`src/rtl/pla_sweep_ctrl.sv`:
```
// pla_sweep_ctrl: exhaustive input sweep for a pair of single-output
// combinational functions (golden vs. optimized). Each vector is held for
// SETTLE+1 cycles and both outputs are sampled in the last of them; the
// controller accumulates ON-set size, mismatch count and the first failing
// vector, and reports an equivalence verdict when the sweep completes.
module pla_sweep_ctrl #(
    parameter int N_IN   = 7,
    parameter int SETTLE = 0
) (
    input  logic            clk,
    input  logic            rst,
    input  logic            start,
    input  logic            abort,
    output logic [N_IN-1:0] x_out,
    input  logic            y_ref,
    input  logic            y_dut,
    output logic            busy,
    output logic            done,
    output logic [N_IN:0]   mismatch_cnt,
    output logic [N_IN:0]   onset_cnt,
    output logic [N_IN-1:0] first_mm_idx,
    output logic            first_mm_valid,
    output logic            equal
);

    typedef enum logic [1:0] {
        IDLE,
        RUN,
        DONE
    } state_t;

    localparam logic [3:0]      SETTLE_LD = 4'(SETTLE);
    localparam logic [N_IN-1:0] X_LAST    = '1;

    state_t            state, state_nxt;
    logic [3:0]        wait_cnt, wait_nxt;
    logic [N_IN-1:0]   x_nxt;
    logic [N_IN:0]     mm_nxt, on_nxt;
    logic [N_IN-1:0]   fidx_nxt;
    logic              fvalid_nxt;
    logic              busy_nxt, done_nxt;

    // State and result registers; synchronous reset has priority.
    always_ff @(posedge clk) begin
        if (rst) begin
            state          <= IDLE;
            wait_cnt       <= '0;
            x_out          <= '0;
            mismatch_cnt   <= '0;
            onset_cnt      <= '0;
            first_mm_idx   <= '0;
            first_mm_valid <= 1'b0;
            busy           <= 1'b0;
            done           <= 1'b0;
        end else begin
            state          <= state_nxt;
            wait_cnt       <= wait_nxt;
            x_out          <= x_nxt;
            mismatch_cnt   <= mm_nxt;
            onset_cnt      <= on_nxt;
            first_mm_idx   <= fidx_nxt;
            first_mm_valid <= fvalid_nxt;
            busy           <= busy_nxt;
            done           <= done_nxt;
        end
    end

    // Next-state, vector stepping and statistics accumulation.
    always_comb begin
        state_nxt  = state;
        wait_nxt   = wait_cnt;
        x_nxt      = x_out;
        mm_nxt     = mismatch_cnt;
        on_nxt     = onset_cnt;
        fidx_nxt   = first_mm_idx;
        fvalid_nxt = first_mm_valid;
        busy_nxt   = busy;
        done_nxt   = done;

        case (state)
            IDLE, DONE: begin
                if (start) begin
                    state_nxt  = RUN;
                    x_nxt      = '0;
                    mm_nxt     = '0;
                    on_nxt     = '0;
                    fidx_nxt   = '0;
                    fvalid_nxt = 1'b0;
                    wait_nxt   = SETTLE_LD;
                    busy_nxt   = 1'b1;
                    done_nxt   = 1'b0;
                end
            end
            RUN: begin
                if (abort) begin
                    // Partial statistics are kept but flagged invalid by done=0.
                    state_nxt = IDLE;
                    x_nxt     = '0;
                    busy_nxt  = 1'b0;
                    done_nxt  = 1'b0;
                end else if (wait_cnt != '0) begin
                    wait_nxt = wait_cnt - 4'd1;
                end else begin
                    on_nxt = onset_cnt + {{N_IN{1'b0}}, y_ref};
                    if (y_ref != y_dut) begin
                        mm_nxt = mismatch_cnt + {{N_IN{1'b0}}, 1'b1};
                        if (!first_mm_valid) begin
                            fidx_nxt   = x_out;
                            fvalid_nxt = 1'b1;
                        end
                    end
                    if (x_out == X_LAST) begin
                        state_nxt = DONE;
                        busy_nxt  = 1'b0;
                        done_nxt  = 1'b1;
                    end else begin
                        x_nxt    = x_out + {{(N_IN-1){1'b0}}, 1'b1};
                        wait_nxt = SETTLE_LD;
                    end
                end
            end
            default: begin
                state_nxt = IDLE;
            end
        endcase
    end

    assign equal = done && (mismatch_cnt == '0);

endmodule

```
`config.mk`:
```
export PLATFORM = sky130hd
export DESIGN_NAME = pla_sweep_ctrl
export DESIGN_NICKNAME = d
export VERILOG_FILES = /design/src/rtl/pla_sweep_ctrl.sv
export SDC_FILE = /design/constraint.sdc
export NUM_CORES = 1
export LEC_CHECK = 0
export ABC_AREA = 1
export CAP_MARGIN = 10
export CORE_MARGIN = 2
export CORE_UTILIZATION = 56
export CTS_BUF_LIST = sky130_fd_sc_hd__clkbuf_4 sky130_fd_sc_hd__clkbuf_8 sky130_fd_sc_hd__clkbuf_16
export DETAILED_ROUTE_END_ITERATION = 10
export HOLD_SLACK_MARGIN = 0.12
export PLACE_DENSITY_LB_ADDON = 0.2
export SYNTH_ARGS = -nofsm -noshare
export SYNTH_HDL_FRONTEND = slang
export SYNTH_SLANG_ARGS = --single-unit
```
`constraint.sdc`:
```
create_clock -name clk -period 2.7 [get_ports clk]
set_input_delay 0.54 -clock clk [delete_from_list [all_inputs] [get_ports clk]]
set_output_delay 0.54 -clock clk [all_outputs]
set_load 0.02 [all_outputs]
```
==> metrics.txt <==
CP cell instances inv_1 > ha_1 > nand4_1 > nor4_1 > clkdlybuf4s50_1; WS Path Type flop to output pin; Core Region 3690 um2; final count of hold timing violations 0; minimum clock period 2350 ps; Crit-path slowest cell clkdlybuf4s50_1; nets 377; Fin Setup TNS 0 ps; sequential fraction of the synthesis area 0.363; asr flop ratio synth 0; setup bufs post-CTS 0; unique cell type count in the Yosys netlist 27; DRT Wirelength 5030 um; largest net degree at the start of global routing 24; Synth area leader dfxtp_1; Place WS 537 ps; min-delay worst type flop to flop; max cap viols 0; Chip Width 66.0 um; outcome finished clean; Post-CTS Hold Buffers 0; Yosys top cell area share 0.363; number of cells on the critical path 5; Final period util 0.870; detailed-route DRC error count 0; placed cell area 2570 um2; Crit. Startpoint mismatch_cnt[0]; clk_lat worst skew 290 ps; CP peak stage delay 650 ps; CTS tree yes; clk_skew 3.07 ps; post-route ant nets 0; FF+latch count, synth 39; Synth top cells by count 83 x nand2_1, 42 x nor2_1, 39 x dfxtp_1, 39 x inv_1, 31 x a21oi_1; P&R area growth vs syn 23.6%; Fmax achieved 426 MHz; initial antenna violation count 0; Synth Cell Area 2150 um2; hold path depth 2; r2r startpoint state[1]; routed vias 2169; placed cell count 405; Clock Tree Buf Depth 2; predominant post-synthesis flop cell dfxtp_1; delay-heaviest family, CP buffers and inverters; Iter 0 DRT Violations 143; drt pass-1 iters 4; Worst setup EP type output pin; diode count 0; Post-Syn Nets 336; hold_sp first_mm_idx[0]; first-pass GRT wire length 8210 um; root buffer cell clkbuf_8; top-count cell post-synth nand2_1; final setup vio count 0; CP required 2160 ps; Final Max Tran Viols 0; Buf+Inv Stages, Crit Path 2; pwr/cell area 446 nW/um2; peak supply drop 0.346 mV; WL per Instance 12.2 um; FF-to-FF path depth 9; H-tree Lvls 2; Vias/cell 5.26; GRT Total Usage 0.243; Final Non-Filler Cells 412; Leakage 1.03 nW; clk sink count 39; Worst slew margin 0.745; Worst Path Arrival 1810 ps; Syn Inst Count 323; I/O Buffers 39; Synth Area per Inst 6.66 um2; unrepaired setup endpoints after global routing no; Startpoint Class flop; die span in y 66.0 um; gpl congestion 0.888; # IOs 40; Post-synth EDFFs 0; top cells by area, synth dfxtp_1 36%, nand2_1 14%, nor2_1 7.3%, a21oi_1 7.2%, inv_1 6.8%; die footprint 4350 um2; Reg clk slew, reported paths 70 ps; layout cells sized above 1 0.0687; fin area 2660 um2; YS warnings 0; vias in the first global route 1906; Detailed Place HPWL 3680 um; initial core utilization 0.583; gr ovfl total 0; Slew @ Worst Pin 381 ps; final setup margin 351 ps; CTS buffer count 5; Max FO, Critical Path 4; CTS resizes 0; Core Rows 22
==> sequential cells by signal (all words and copies together) (netlist names) <==
name / cells
busy: 1
done: 1
first_mm_idx: 7
first_mm_valid: 1
mismatch_cnt: 8
onset_cnt: 8
state: 2
wait_cnt: 4
x_out: 7
==> through the flow <==
stage / hold WS, ps / utilization / total power, mW
final: 467 / 0.720 / 1.18
after global routing: 489 / 0.720 / 1.23
after CTS: 468 / 0.720 / 1.19
after detailed placement: 454 / 0.697 / 0.795
after global placement: 451 / 0.697 / 0.790
after floorplan: 452 / - / 0.746
==> cell usage in the layout (no fill, tap or decap), types with 2 or more instances in the layout <==
cell / instances
nand3_1: 29
inv_1: 39
o21bai_1: 2
a21oi_1: 31
inv_2: 2
o21a_1: 2
nor2_1: 42
a31oi_1: 2
nor4_1: 2
nor2_4: 3
nand4_1: 6
ha_1: 7
nor3_1: 3
nand2_2: 6
o21ai_0: 10
clkbuf_8: 6
clkdlybuf4s50_1: 39
nand2_1: 83
dfxtp_1: 39
nand3_2: 2
nand2_4: 2
==> routing by layer <==
layer,track usage,wire length [um],up-vias
li1,-,-,1120
met1,0.295,2370,997
met2,0.432,2380,45
met3,0.0426,208,7
met4,0.0791,65,0
met5,0,0,-
==> tightest hold or removal path: stages (launching register included) <==
cell     delay (ps)
dfxtp_1         310
nand2_1          60
a21oi_1          50
==> cell type report <==
cell class	count	area, um2
Sequential cell	39	781
Clock buffer	6	82.6
Clock inverter	1	5.00
Timing Repair Buffer	40	398
Multi-Input combinational cell	237	1180
Inverter	41	154
Fill cell	340	1030
Tap cell	48	60.1
==> path summary, 6_finish.rpt <==
check | slack, ps | to
worst max-delay path | 350 | equal
worst min-delay path | 470 | first_mm_idx[0]
worst min register to register | 470 | first_mm_idx[0]
worst max register to register | 850 | mismatch_cnt[6]
==> cells by family (layout without fill, tap and decap cells) <==
logic type | after synthesis | after routing | synth area share
adder cells (fa/ha/maj) | 7 | 7 | 0.0407
AND/OR/NAND/NOR | 180 | 180 | 0.381
AO/OA/AOI/OAI | 48 | 48 | 0.118
flip-flops | 39 | 39 | 0.363
buffers and inverters | 47 | 88 | 0.0896
XOR/XNOR | 2 | 2 | 0.00815
==> report_power, final <==
part | leakage [nW] | switching (mW) | total (mW) | internal (mW)
logic | 0.668 | 0.127 | 0.185 | 0.0580
registers | 0.316 | 0.0117 | 0.599 | 0.587
clock network | 0.0470 | 0.200 | 0.400 | 0.200
(Power assumes the default switching activity.)
